<file path="src/rtl/ascii_load_sequencer.sv">
`default_nettype none
`timescale 1ns/1ps
// ============================================================================
// Module      : ascii_load_sequencer
// Description : Paces "Load Ascii" download bytes into the UK101 ACIA receive
//               path as 8N1 serial frames. Download bytes are buffered in a
//               small FIFO, line feeds are stripped, and a long idle gap is
//               inserted after every carriage return so BASIC / monitor line
//               entry can keep up. The ACIA RX line is multiplexed between
//               this injector and the physical UART pin under loadFrom.
// Revision    : 1.0 - initial release
// ----------------------------------------------------------------------------
// Ports
//   clk             in   1  system clock (50 MHz)
//   n_reset         in   1  asynchronous active-low reset
//   loadFrom        in   1  0 = file injection owns RX line, 1 = UART pin
//   baud_rate       in   1  0 = fast divider, 1 = slow divider
//   ioctl_download  in   1  download in progress
//   ioctl_wr        in   1  one-cycle byte strobe
//   ioctl_data      in   8  download byte
//   ioctl_wait      out  1  registered backpressure towards hps_io
//   rxd             in   1  physical UART_RXD
//   ser_rxd         out  1  registered serial line into the ACIA
//   busy            out  1  registered: frame in flight or bytes queued
//   overflow        out  1  sticky: a byte was dropped on a full FIFO
// ============================================================================
module ascii_load_sequencer #(
  parameter int FIFO_DEPTH    = 16,
  parameter int BAUD_DIV_FAST = 5208,
  parameter int BAUD_DIV_SLOW = 166667,
  parameter int CHAR_GAP_BITS = 2,
  parameter int CR_GAP_BITS   = 960
) (
  input  logic       clk,
  input  logic       n_reset,
  input  logic       loadFrom,
  input  logic       baud_rate,
  input  logic       ioctl_download,
  input  logic       ioctl_wr,
  input  logic [7:0] ioctl_data,
  output logic       ioctl_wait,
  input  logic       rxd,
  output logic       ser_rxd,
  output logic       busy,
  output logic       overflow
);

  // --------------------------------------------------------------------------
  // Constants
  // --------------------------------------------------------------------------
  localparam int c_PTR_W   = $clog2(FIFO_DEPTH);
  localparam int c_CNT_W   = c_PTR_W + 1;
  // 18 bits covers the 300 baud divider at 50 MHz (166667 < 2^18).
  localparam int c_TMR_W   = 18;
  localparam int c_GAP_MAX = (CR_GAP_BITS > CHAR_GAP_BITS) ? CR_GAP_BITS : CHAR_GAP_BITS;
  localparam int c_GAP_W   = (c_GAP_MAX < 1) ? 1 : $clog2(c_GAP_MAX + 1);

  localparam logic [c_TMR_W-1:0] c_DIV_FAST_M1 = c_TMR_W'(BAUD_DIV_FAST - 1);
  localparam logic [c_TMR_W-1:0] c_DIV_SLOW_M1 = c_TMR_W'(BAUD_DIV_SLOW - 1);
  localparam logic [c_GAP_W-1:0] c_GAP_CHAR    = c_GAP_W'(CHAR_GAP_BITS);
  localparam logic [c_GAP_W-1:0] c_GAP_CR      = c_GAP_W'(CR_GAP_BITS);
  localparam logic [c_CNT_W-1:0] c_CNT_FULL    = c_CNT_W'(FIFO_DEPTH);
  localparam logic [c_CNT_W-1:0] c_CNT_WAIT    = c_CNT_W'(FIFO_DEPTH - 1);

  localparam logic [7:0] c_CHAR_LF = 8'h0A;
  localparam logic [7:0] c_CHAR_CR = 8'h0D;

  // Frame state machine encoding
  localparam logic [2:0] c_ST_IDLE  = 3'd0;
  localparam logic [2:0] c_ST_START = 3'd1;
  localparam logic [2:0] c_ST_DATA  = 3'd2;
  localparam logic [2:0] c_ST_STOP  = 3'd3;
  localparam logic [2:0] c_ST_GAP   = 3'd4;

  // --------------------------------------------------------------------------
  // Declarations
  // --------------------------------------------------------------------------
  logic [7:0]         r_mem [FIFO_DEPTH];
  logic [c_PTR_W-1:0] r_wr_ptr;
  logic [c_PTR_W-1:0] r_rd_ptr;
  logic [c_CNT_W-1:0] r_count;
  logic               r_wait;
  logic               r_overflow;

  logic [2:0]         r_state;
  logic [c_TMR_W-1:0] r_timer;
  logic [c_TMR_W-1:0] r_div_m1;
  logic [7:0]         r_shift;
  logic [2:0]         r_bit_idx;
  logic               r_is_cr;
  logic [c_GAP_W-1:0] r_gap_cnt;

  logic               r_ser_rxd;
  logic               r_busy;

  logic               w_fifo_empty;
  logic               w_fifo_full;
  logic               w_wr_req;
  logic               w_push;
  logic               w_drop;
  logic               w_pop;
  logic [c_CNT_W-1:0] w_count_next;
  logic               w_bit_done;
  logic [c_TMR_W-1:0] w_div_sel_m1;
  logic [c_GAP_W-1:0] w_gap_len;
  logic               w_line;

  // --------------------------------------------------------------------------
  // FIFO control
  // --------------------------------------------------------------------------
  assign w_fifo_empty = (r_count == '0);
  assign w_fifo_full  = (r_count == c_CNT_FULL);

  // Line feeds are filtered at the door: the UK101 treats CR as end-of-line
  // and an extra LF would appear as a stray keystroke.
  assign w_wr_req = ioctl_download & ioctl_wr & ~loadFrom & (ioctl_data != c_CHAR_LF);
  assign w_push   = w_wr_req & ~w_fifo_full;
  assign w_drop   = w_wr_req &  w_fifo_full;
  assign w_pop    = (r_state == c_ST_IDLE) & ~w_fifo_empty & ~loadFrom;

  always_comb begin
    w_count_next = r_count;
    if (loadFrom) begin
      w_count_next = '0;
    end else begin
      case ({w_push, w_pop})
        2'b10:   w_count_next = r_count + c_CNT_W'(1);
        2'b01:   w_count_next = r_count - c_CNT_W'(1);
        default: w_count_next = r_count;
      endcase
    end
  end

  // Storage has no reset; the pointers and count define what is valid.
  always_ff @(posedge clk) begin
    if (w_push) begin
      r_mem[r_wr_ptr] <= ioctl_data;
    end
  end

  always_ff @(posedge clk or negedge n_reset) begin
    if (!n_reset) begin
      r_wr_ptr   <= '0;
      r_rd_ptr   <= '0;
      r_count    <= '0;
      r_wait     <= 1'b0;
      r_overflow <= 1'b0;
    end else begin
      // Asserting one entry early leaves room for a write already in flight
      // when hps_io sees the wait.
      r_wait <= (w_count_next >= c_CNT_WAIT);
      if (w_drop) begin
        r_overflow <= 1'b1;
      end
      if (loadFrom) begin
        r_wr_ptr <= '0;
        r_rd_ptr <= '0;
      end else begin
        if (w_push) begin
          r_wr_ptr <= r_wr_ptr + c_PTR_W'(1);
        end
        if (w_pop) begin
          r_rd_ptr <= r_rd_ptr + c_PTR_W'(1);
        end
      end
      r_count <= w_count_next;
    end
  end

  // --------------------------------------------------------------------------
  // Frame sequencer
  // --------------------------------------------------------------------------
  assign w_bit_done   = (r_timer == '0);
  assign w_div_sel_m1 = baud_rate ? c_DIV_SLOW_M1 : c_DIV_FAST_M1;
  assign w_gap_len    = r_is_cr ? c_GAP_CR : c_GAP_CHAR;

  always_ff @(posedge clk or negedge n_reset) begin
    if (!n_reset) begin
      r_state   <= c_ST_IDLE;
      r_timer   <= '0;
      r_div_m1  <= c_DIV_FAST_M1;
      r_shift   <= '0;
      r_bit_idx <= '0;
      r_is_cr   <= 1'b0;
      r_gap_cnt <= '0;
    end else if (loadFrom) begin
      // Handing the line to the UART pin abandons any partial frame.
      r_state <= c_ST_IDLE;
    end else begin
      case (r_state)
        c_ST_IDLE: begin
          if (w_pop) begin
            r_shift  <= r_mem[r_rd_ptr];
            r_is_cr  <= (r_mem[r_rd_ptr] == c_CHAR_CR);
            // Divider is frozen for the whole frame; a baud change only
            // affects the next frame.
            r_div_m1 <= w_div_sel_m1;
            r_timer  <= w_div_sel_m1;
            r_state  <= c_ST_START;
          end
        end

        c_ST_START: begin
          if (w_bit_done) begin
            r_timer   <= r_div_m1;
            r_bit_idx <= '0;
            r_state   <= c_ST_DATA;
          end else begin
            r_timer <= r_timer - c_TMR_W'(1);
          end
        end

        c_ST_DATA: begin
          if (w_bit_done) begin
            r_timer <= r_div_m1;
            r_shift <= {1'b0, r_shift[7:1]};
            if (r_bit_idx == 3'd7) begin
              r_state <= c_ST_STOP;
            end else begin
              r_bit_idx <= r_bit_idx + 3'd1;
            end
          end else begin
            r_timer <= r_timer - c_TMR_W'(1);
          end
        end

        c_ST_STOP: begin
          if (w_bit_done) begin
            r_timer <= r_div_m1;
            if (w_gap_len == '0) begin
              r_state <= c_ST_IDLE;
            end else begin
              // Gap counter holds remaining bit-times minus one.
              r_gap_cnt <= w_gap_len - c_GAP_W'(1);
              r_state   <= c_ST_GAP;
            end
          end else begin
            r_timer <= r_timer - c_TMR_W'(1);
          end
        end

        c_ST_GAP: begin
          if (w_bit_done) begin
            if (r_gap_cnt == '0) begin
              r_state <= c_ST_IDLE;
            end else begin
              r_gap_cnt <= r_gap_cnt - c_GAP_W'(1);
              r_timer   <= r_div_m1;
            end
          end else begin
            r_timer <= r_timer - c_TMR_W'(1);
          end
        end

        default: begin
          r_state <= c_ST_IDLE;
        end
      endcase
    end
  end

  // --------------------------------------------------------------------------
  // Line mux and status outputs
  // --------------------------------------------------------------------------
  always_comb begin
    w_line = 1'b1;
    case (r_state)
      c_ST_START: w_line = 1'b0;
      c_ST_DATA:  w_line = r_shift[0];
      default:    w_line = 1'b1;
    endcase
  end

  // Both outputs are registered; busy therefore trails the sequencer by a
  // cycle, so it drops one cycle after the state/FIFO go quiet.
  always_ff @(posedge clk or negedge n_reset) begin
    if (!n_reset) begin
      r_ser_rxd <= 1'b1;
      r_busy    <= 1'b0;
    end else begin
      r_ser_rxd <= loadFrom ? rxd : w_line;
      r_busy    <= (r_state != c_ST_IDLE) | ~w_fifo_empty;
    end
  end

  assign ser_rxd    = r_ser_rxd;
  assign busy       = r_busy;
  assign ioctl_wait = r_wait;
  assign overflow   = r_overflow;

endmodule
`default_nettype wire

</file>
<file path="config.mk">
export PLATFORM = sky130hd
export DESIGN_NAME = ascii_load_sequencer
export DESIGN_NICKNAME = d
export VERILOG_FILES = /design/src/rtl/ascii_load_sequencer.sv
export SDC_FILE = /design/constraint.sdc
export NUM_CORES = 1
export LEC_CHECK = 0
export CAP_MARGIN = 10
export CORE_MARGIN = 5
export CORE_UTILIZATION = 60
export CTS_BUF_LIST = sky130_fd_sc_hd__clkbuf_4 sky130_fd_sc_hd__clkbuf_8
export CTS_CLUSTER_SIZE = 10
export DETAILED_ROUTE_END_ITERATION = 10
export DONT_BUFFER_PORTS = 1
export GPL_ROUTABILITY_DRIVEN = 0
export PLACE_DENSITY = 0.77
export REMOVE_ABC_BUFFERS = 1
export SYNTH_ARGS = -nofsm -noshare
export SYNTH_HDL_FRONTEND = slang
export SYNTH_SLANG_ARGS = --single-unit
</file>
<file path="constraint.sdc">
create_clock -name clk -period 8.65 [get_ports clk]
set_input_delay 0.4325 -clock clk [delete_from_list [all_inputs] [get_ports clk]]
set_output_delay 0.4325 -clock clk [all_outputs]
set_load 0.01 [all_outputs]
</file>
* Word level (Yosys, flattened, before mapping)
Memory sizes are Yosys's and may differ from the RTL's.
Cells that the tools add are included.
** Storage, ports and cells
- Flip-flop bits (word level) :: 78
- Output and inout bits :: 4
- Bits in writable memories :: 128
- Bits of input ports :: 15
- Memories :: 1
** Cells by class
- Reduce and logical (&&, ||, !) cells :: 19
- Add/subtract/negate cells :: 8
- Order comparisons :: 1
- Eq/ne operators :: 26
- Bitwise logic cells :: 11
- Multiplexer cells :: 39
** Memories
- r_mem :: depth 16, bits a word 8, read ports 1, clocked after Yosys merged registers in 0, write ports 1, line 78 : logic [7:0] r_mem [FIFO_DEPTH];
** Operators with widths (number)
- 18-bit two-way mux :: 5
- 18-bit one-hot mux with 3 select lines :: 1
- 10-bit two-way mux :: 5
- 3-bit two-way mux :: 12
- 3-bit != test (second input constant) :: 8
- 10-bit zero test :: 2
- 10-bit one-hot mux with 2 select lines :: 1
- 10-bit by 1-bit subtractor with 10-bit output (second input constant) :: 2
- 18-bit zero test :: 1
- 18-bit by 1-bit subtractor with 18-bit output (second input constant) :: 1
- 4-bit two-way mux :: 4
- 8-bit two-way mux :: 2
- 2-bit != test (second input constant) :: 8
- 8-bit one-hot mux with 2 select lines :: 1
- 3-bit one-hot mux with 5 select lines :: 1
- 5-bit one-hot mux with 2 select lines :: 1
- 2-bit nonzero test :: 5
- 4-bit by 1-bit adder with 4-bit output (second input constant) :: 2
- 8-bit by 4-bit equality test with 1-bit output (second input constant) :: 1
- 8-bit by 4-bit != test with 1-bit output (second input constant) :: 1
- 4-bit AND reduction :: 2
- 1-bit bitwise AND :: 7
- 7-bit AND reduction :: 1
- 3-bit by 2-bit equality test with 1-bit output (second input constant) :: 2
- other kinds (22) :: 28

* Depth between registers and ports, before layout
Gate-level depths: netlist of the first run.
- Word-level depth :: 8
- Mapped depth :: 16
- Depth with buffers taken out :: 13

* Worst setup path after synthesis of the first run
Ideal clock, no wire load.
- Kind :: input to register
- From :: input port ioctl_data[3]
- To :: register r_wait (netlist: ioctl_wait)
- Slack :: 5.515 ns
- Data required time :: 8.563 ns
- Stages on the path :: 15
- Path buffers :: 2
- Data arrival time :: 3.049 ns
- Cell sequence :: nor4bb_1 > a211oi_1 > and2_1 > clkbuf_1 > clkinv_1 > ha_1 > clkbuf_1 > xor2_1 > ha_1 > a21o_1 > xnor2_1 > nor2_1 > xnor2_1 > a2111o_1 > o211ai_1
** Between the ends
- Longest elaborated chain between the ends :: 7
** Ends and longest elaborated chain
- start, declared :: line 40 : input logic [7:0] ioctl_data,
- 8-bit by 4-bit != test with 1-bit output (*) :: line 116 : assign w_wr_req = ioctl_download & ioctl_wr & ~loadFrom & (ioctl_data != c_CHAR_LF);
- 1-bit bitwise AND (*) :: line 116
- 1-bit bitwise AND (*) :: line 117 : assign w_push = w_wr_req & ~w_fifo_full;
- 2-bit by 1-bit equality test with 1-bit output or 2-bit equality test (tied branches) :: line 126 : case ({w_push, w_pop})
- 5-bit one-hot mux with 2 select lines (*) :: line 126
- 5-bit two-way mux (*) :: line 123 : if (loadFrom) begin
- 5-bit by 4-bit >= comparator with 1-bit output (*) :: line 151 : r_wait <= (w_count_next >= c_CNT_WAIT);
- end signal, assigned :: line 151
- end, declared :: line 82 : logic r_wait;
Every way passes the cells marked *; elsewhere a longest branch is shown, timed or not.
A chain may end at the register's enable or synchronous reset.

* Final worst setup path of the first run
- From :: register r_count[1]
- To :: register r_wait (netlist: ioctl_wait)
** Between the ends
- Longest elaborated chain between the ends :: 8
** Ends and longest elaborated chain
- start, declared :: line 81 : logic [c_CNT_W-1:0] r_count;
- start signal, assigned :: line 166 : r_count <= w_count_next;
- 5-bit zero test :: line 111 : assign w_fifo_empty = (r_count == '0);
- 1-bit inverter :: line 119 : assign w_pop = (r_state == c_ST_IDLE) & ~w_fifo_empty & ~loadFrom;
- 1-bit bitwise AND (2 in a row) :: line 119
- 2-bit by 1-bit equality test with 1-bit output or 2-bit equality test (tied branches) :: line 126
- 5-bit one-hot mux with 2 select lines (*) :: line 126
- 5-bit two-way mux (*) :: line 123
- 5-bit by 4-bit >= comparator with 1-bit output (*) :: line 151
Marks and branches as above.

==> results of run 1 <==
-- stage by stage --
stage                     instance area, µm²  total power, mW  instances
after global routing                    9330             2.38        836
after global placement                  8800             1.65        793
after detailed placement                8800             1.68        793
final                                   9330             2.25        836
after floorplan                         8500             1.55        601
after CTS                               9270             2.25        830
-- placed cells by master (no fill, tap or decap), drive strengths merged, types with 3 or more instances in the layout --
cell type,netlist,routed
o31ai,5,5
or4,3,3
a22oi,15,15
nand3b,4,4
nor3b,3,3
a22o,9,9
dfrtp,60,60
o22a,11,11
inv,17,22
nand2b,8,8
o21ai,24,24
nor4,12,12
nor2,60,60
ha,12,12
o21a,4,4
nor3,22,22
nor2b,4,4
buf,14,9
xor2,5,5
xnor2,6,6
or2,5,5
edfxtp,128,128
dlygate4sd3,0,10
mux2,3,3
mux4,32,32
or3,10,10
a21oi,26,26
and2,11,11
clkinv,1,9
nand3,11,11
a31oi,15,15
nand2,44,44
clkbuf,19,17
-- cell families (layout without fill, tap and decap cells) --
logic type	after synthesis	count (layout)	share of synthesized area, %
AO/OA/AOI/OAI	128	128	10.4
XOR/XNOR	11	11	1.11
adder cells (fa/ha/maj)	12	12	1.73
buffers and inverters	51	69	2.94
flip-flops	190	190	62.1
multiplexers	37	37	8.91
AND/OR/NAND/NOR	205	205	12.8
-- final cells by class --
type | instances | area [µm²]
clock inverter | 15 | 170
multi-input combinational | 393 | 3040
clock buffer | 17 | 234
fill | 1009 | 5040
timing repair buffer | 19 | 188
inverter | 18 | 67.6
sequential | 190 | 5400
tap | 184 | 230
-- power breakdown --
group          leakage (nW)  internal [mW]  switching [mW]
Clock                 0.196          0.217           0.351
Combinational          1.12          0.229           0.309
Sequential             1.93           1.05          0.0936
-- layer usage --
layer	track usage (%)	part of all wire [%]	up-vias
li1	-	-	2427
met1	28.2	39	2737
met2	40.7	52	204
met3	6.39	7.4	45
met4	8.05	2.3	0
met5	0	0	-
-- registers in the layout, indices dropped and copies added, names as in the netlist, 2 cells and up --
| signal | cells |
|---|---|
| r_shift | 8 |
| r_bit_idx | 3 |
| r_div_m1 | 2 |
| r_count | 5 |
| r_rd_ptr | 4 |
| r_timer | 18 |
| r_gap_cnt | 10 |
| r_wr_ptr | 4 |
| r_mem | 128 |
| r_state | 3 |
-- worst max-delay path: stages, from the launching register on --
cell and delay, ps:
dfrtp_1 460, nor4_1 750, nand2b_1 280, nand2_1 270, nor2_1 140, ha_1 310
xor2_1 170, ha_1 190, a21o_1 190, a21oi_1 160, o21ai_0 110, a221oi_1 330
or4_1 180, o211ai_1 80
-- path summary, 6_finish.rpt --
kind,startpoint,slack [ps],endpoint
hold / removal,rxd,30,ser_rxd
hold reg to reg,r_div_m1[12],510,r_div_m1[12]
min in group asynchronous,n_reset,470,r_timer[7]
max in group asynchronous,n_reset,7880,r_div_m1[12]
setup / recovery,r_count[1],4900,ioctl_wait
setup reg to reg,r_count[1],4900,ioctl_wait
-- repair_timing --
item | 4_1_cts | 5_1_grt
gates resized for setup | 0 | 0
hold endpoints to repair | 77 | 40
hold buffers | 5 | 6
==> run summary, run 1 <==
The tightest hold path in the finished design has a slack of 33.7 ps. The worst hold path was traced through 2 stages. Compared with the post-synthesis result, the final layout area differs by 7.31%. The root buffer cell chosen for the clock tree is clkbuf_8.

For the arrival time at the worst endpoint, the log shows 4120 ps. The initial antenna violation count is 0. The initialized floorplan defines 44 standard-cell rows. For the relative slew slack, the log shows 31.5%. The initial cell density of the core is 60.5%, and the worst-case clock buffer depth is 2.

The sequential area share after synthesis was 62.1%; the area of the core region was 14400 µm². The first global-routing pass estimated 29100 µm of wire. The detailed placer's ending HPWL was 11600 µm. The post-synthesis cell type count was 76. The slew at the pin with the worst max-slew slack is 1030 ps.

Power spread over the standard cell area amounts to 241 nW/µm². Global routing consumed, over all layers together, 23.4% of the routing resources. Between clock sinks in the finished design, the worst skew comes to 21.7 ps. Counting flops with a built-in enable in the synthesized netlist gives 128. The die is 130 µm wide. In this run the remaining antenna-violating nets after routing total 0. Along the worst path, the maximum fanout reaches 7. Across all setup checks in the final design, the least slack found is 4900 ps. The die covers 17000 µm². Summing over every cut layer, the via total after detailed routing is 5413.

The repair_antennas step left the layout with diodes totalling 0. IR analysis of the VDD net gives a maximum drop of 0.161 mV. In the final layout, the share of cells above drive strength 1 is 16.6%. The share of synthesized area in the top cell type comes to 44.2%. The most frequently used cell type in the post-synthesis netlist was edfxtp_1. At the end of the flow the core is filled with cells to 64.9%.

At the end of the flow, the number of nets in the layout was 666. The first detailed-routing pass took 5 iterations. Of the available clock period, the critical path in the final layout requires 43.4%. A synthesized cell averages 13.7 µm². The tools report the residual DRC count as 0. Clock period minus final worst setup slack: 3750 ps. By count the netlist is led by edfxtp_1 (128), dfrtp_1 (60), nor2_1 (58). TritonCTS created 17 clock buffers. Worst reg-to-reg path cell count: 13. The fraction of registers with async set or reset after synthesis came out at 32.6%. STA classifies the critical path endpoint as a flop. In the final routed layout, each cell accounts on average for 22.2 µm. After synthesis the cells add up to 8690 µm². After detailed routing, the total wire length is 18600 µm. Once the clock tree was built, the setup fixing pass inserted 0 buffers.

The clock input transition at the sequential cells of the worst setup and hold paths is 100 ps. The min-delay analysis places its worst path in the category primary input to flop. The number of primary I/O pins is 19. The via count of the first global-routing pass is 5332. After synthesis, the cell types taking the most area are edfxtp_1 (44%), dfrtp_1 (17%), mux4_2 (8.3%). The run gives 4990 ps as the worst setup slack after placement. Iteration-0 DRC count of the detailed router: 540. By startpoint and endpoint, the worst setup path is classified as flop to flop.

Entering global routing, the biggest net connects 63 pins. For the number of max-slew violations in the final report, the log shows 0. The flow ran to the end, and the final reports show no timing, DRC or antenna violations. The number of max-cap violations was 0. TritonCTS built the clock tree. Buffers placed on the I/O ports in this run total 0. Synthesis handed over a netlist of 634 instances.

The summed negative setup slack over all endpoints was 0 ps. The logs give 0 for the count of final hold-check violations and 490 ps for the clock network latency to the later pin of the worst-skew pair. Cell leakage power: 3.25 nW. Using the TritonRoute via totals, the vias-per-cell ratio works out to 6.47. In this run the vertical extent of the chip is 130 µm. Number of clock sinks seen by CTS: 190. Setup repair after global routing left no endpoint under its margin. In this run, synthesis produced a sequential element count of 190.

Based on the critical path, the design can be clocked at up to 0.266 GHz. The H-tree generated during clock tree synthesis spans 4 levels. Required time of the critical path: 9020 ps. Setup violations remaining at the end of the flow were counted as 0. Number of warnings printed during yosys synthesis: 0. After global routing the overflow that remains totals 0. In the synthesized netlist the dominant register cell turns out to be edfxtp_1. Summed over all instances, the cell type with the most area after synthesis is edfxtp_1.

Kind of start point of the critical path: a flop.
Power figures use the tool's default switching activity.
==> run 2: changes to the inputs <==
- PLACE_DENSITY: 0.77 -> 0.8
- clock period: 8.65 -> 3 ns (I/O delays scaled with it)
==> run summary, run 2 (synthesis results as in run 1) <==
Detailed-route vias per instance: 6.43 (-0.76%). The sum of routed wire length over all layers is 18900 µm (+1.9%). The maximum frequency from static timing analysis is 0.360 GHz (+35%), and the number of setup buffers added after CTS is 0 (unchanged). The final-stage net count is 702 (+5.4%), and the summed negative setup slack over all endpoints is 0 ps (unchanged). The count of final setup violators was 0 (unchanged); the iteration-0 DRC count of the detailed router was 452 (-16%). The largest registers in the layout are r_mem (128), r_timer (18), r_gap_cnt (10).

The die span in x came out at 130 µm (unchanged). Count of placed standard cells in the final layout, fillers left out: 872 (+4.3%). For the power share of the combinational group, the log shows 26.7% (+2.8 points).

The number of antenna repair diodes is 0 (unchanged), and the count of final hold-check violations is 0 (unchanged). The slew at the pin with the worst max-slew slack is 776 ps (-249 ps), and the maximum vdd drop is 0.708 mV (+340%). Fraction of layout cells with a size suffix above 1: 19.8% (+3.2 points). The tightest min-delay check is of the primary input to flop type. For the residual DRC count, the log shows 0 (unchanged). The tools report the initial cell density of the core as 60.5% (unchanged). The number of max-slew violations in the final report is 0 (unchanged). The average wire per cell in the routed design is 21.7 µm (-2.3%), and the largest net degree at the start of global routing is 63 (unchanged).

The aggregate global-route resource usage is 24.1% (+0.71 points). Class of the most critical setup path: flop to flop. The tools report the cell internal power dissipation as 4.47 mW (+200%). The switching power was 2.22 mW (+190%); the first-pass GRT wire length was 30600 µm (+5.2%). STA classifies the critical path startpoint as a flop. The number of flip-flops under the largest register name is 128 (unchanged), and the die outline area is 17000 µm² (unchanged).

TritonCTS built the clock tree. Leaving out fill and tap cells, the most frequent cells in the layout are edfxtp_1 (128), dfrtp_1 (58), nor2_1 (57). The count of buffers from port buffering is 0 (unchanged).

The arrival time at the worst endpoint came out at 3180 ps (-940 ps). The power density normalized to cell area came out at 693 nW/µm² (+190%). The number of primary I/O pins is 19 (unchanged). The run gives 60.7 ps (-4930 ps) as the worst setup slack after placement. The flow ran to the end, and the final reports show no timing, DRC or antenna violations. The number of cell rows was 44 (unchanged). STA classifies the critical path endpoint as a flop. The H-tree depth reported by CTS is 4 (unchanged), and the summed area of non-filler cells in the final layout is 9650 µm² (+3.4%). The tools report the setup slack of the critical path after layout as 220 ps (-4680 ps).

The via count of the first global-routing pass was 5624 (+5.5%). Part of the total power dissipated in sequential elements: 48.8% (-2.0 points). The run gives 17 (unchanged) as the number of buffers created by CTS. Clock network latency to the later pin of the worst-skew pair: 470 ps (-20 ps).

The number of clock sinks seen by CTS was 190 (unchanged); the maximum fanout along the worst path was 5 (-2). The tools report the maximum clock skew at final layout as 15.1 ps (-6.60 ps). The top register by number of flip-flops is r_mem. The final antenna-violating net count came out at 0 (unchanged).

The post-route clock period utilization is 92.7% (+49 points). For the cell leakage power, the log shows 3.45 nW (+6.2%). The run gives 8970 µm² (+2.0%) as the cell area reported after detailed placement. The clock period minus final worst setup slack was 2780 ps (-973 ps).

The required time of the critical path is 3400 ps (-5620 ps), and the clock input transition at the sequential cells of the worst setup and hold paths is 110 ps (about the same). The clock root buffer is clkbuf_8. The total placed cells including tap cells came out at 815 (+2.8%). Setup repair after global routing left no endpoint under its margin. The tools report the first-pass iteration count of the detailed router as 7 (+2). From synthesis to final layout, the design area changed by 11.0%. The height of the chip came out at 130 µm (unchanged). The area of the core region is 14400 µm² (unchanged), and the share of total power consumed by net switching is 33.2% (-0.34 points).

Number of max-cap violations: 0 (unchanged). The via count is 5603 (+3.5%). For the number of filler instances in the final layout, the log shows 972 (-3.7%). Remaining global-route overflow: 0 (unchanged).

The run gives 48.0% (+17 points) as the relative slew slack. The most common cell after layout, fill and taps aside is edfxtp_1. The share of power burned in the clock network is 24.4% (-0.9 points). The worst-case clock buffer depth is 2 (unchanged), and the detailed placer's ending HPWL is 12100 µm (+4.0%).

The initial antenna violation count came out at 0 (unchanged).
==> run 2: path summary, 6_finish.rpt <==
path,slack [ps],from,end,depth (start not counted)
setup / recovery,220,r_count[0],ioctl_wait,14
max in group asynchronous,2480,n_reset,r_div_m1[12],2
hold / removal,30,loadFrom,overflow,2
hold reg to reg,520,r_gap_cnt[1],r_gap_cnt[1],2
setup reg to reg,220,r_count[0],ioctl_wait,14
min in group asynchronous,200,n_reset,r_timer[6],2
==> run 2: power by group through the flow <==
stage	clock [mW]	combinational (mW)	sequential, mW
final	1.63	1.79	3.26
after global routing	1.79	1.98	3.30
after CTS	1.65	1.76	3.25
after detailed placement	0	1.65	3.31
after global placement	0	1.57	3.29
after floorplan	0	1.15	3.32
==> run 2: routing by layer <==
metal / global-route usage (%) / part of all wire (%)
met1: 30.9 / 40
met2: 41.0 / 51
met3: 5.69 / 6.6
met4: 7.44 / 2.0
met5: 0 / 0
==> run 2: cell type report <==
| class | count | area (µm²) | area share [%] |
|---|---|---|---|
| sequential | 190 | 5400 | 56.0 |
| inverter | 18 | 67.6 | 0.700 |
| multi-input combinational | 393 | 3060 | 31.7 |
| clock inverter | 15 | 159 | 1.65 |
| tap | 184 | 230 | 2.39 |
| timing repair buffer | 55 | 503 | 5.21 |
| clock buffer | 17 | 234 | 2.42 |
==> run 2: through the flow <==
| step | total power [mW] | hold slack (ps) | util [%] |
|---|---|---|---|
| after detailed placement | 4.96 | -144 | 62.5 |
| after global placement | 4.86 | -144 | 62.5 |
| final | 6.69 | 28.7 | 67.2 |
| after CTS | 6.67 | 1.11 | 67.0 |
| after global routing | 7.06 | 3.68 | 67.2 |
| after floorplan | 4.47 | -146 | - |
==> run 2: worst max-delay path, stage by stage (launching register included) <==
cell and delay (ps):
dfrtp_2 460, nor4_2 250, buf_4 170, nand2b_2 100, nand2_2 90, nor2_2 60
ha_2 220, xor2_1 140, ha_1 170, a21o_1 190, xnor2_1 160, nor2_1 70
xnor2_1 150, a2111o_1 400, o211ai_1 80
==> run 2: what timing repair did <==
action	CTS	global route
hold endpoints to repair	215	0
endpoints found under the setup margin	0	3
resized for setup	0	6
hold buffers	24	0
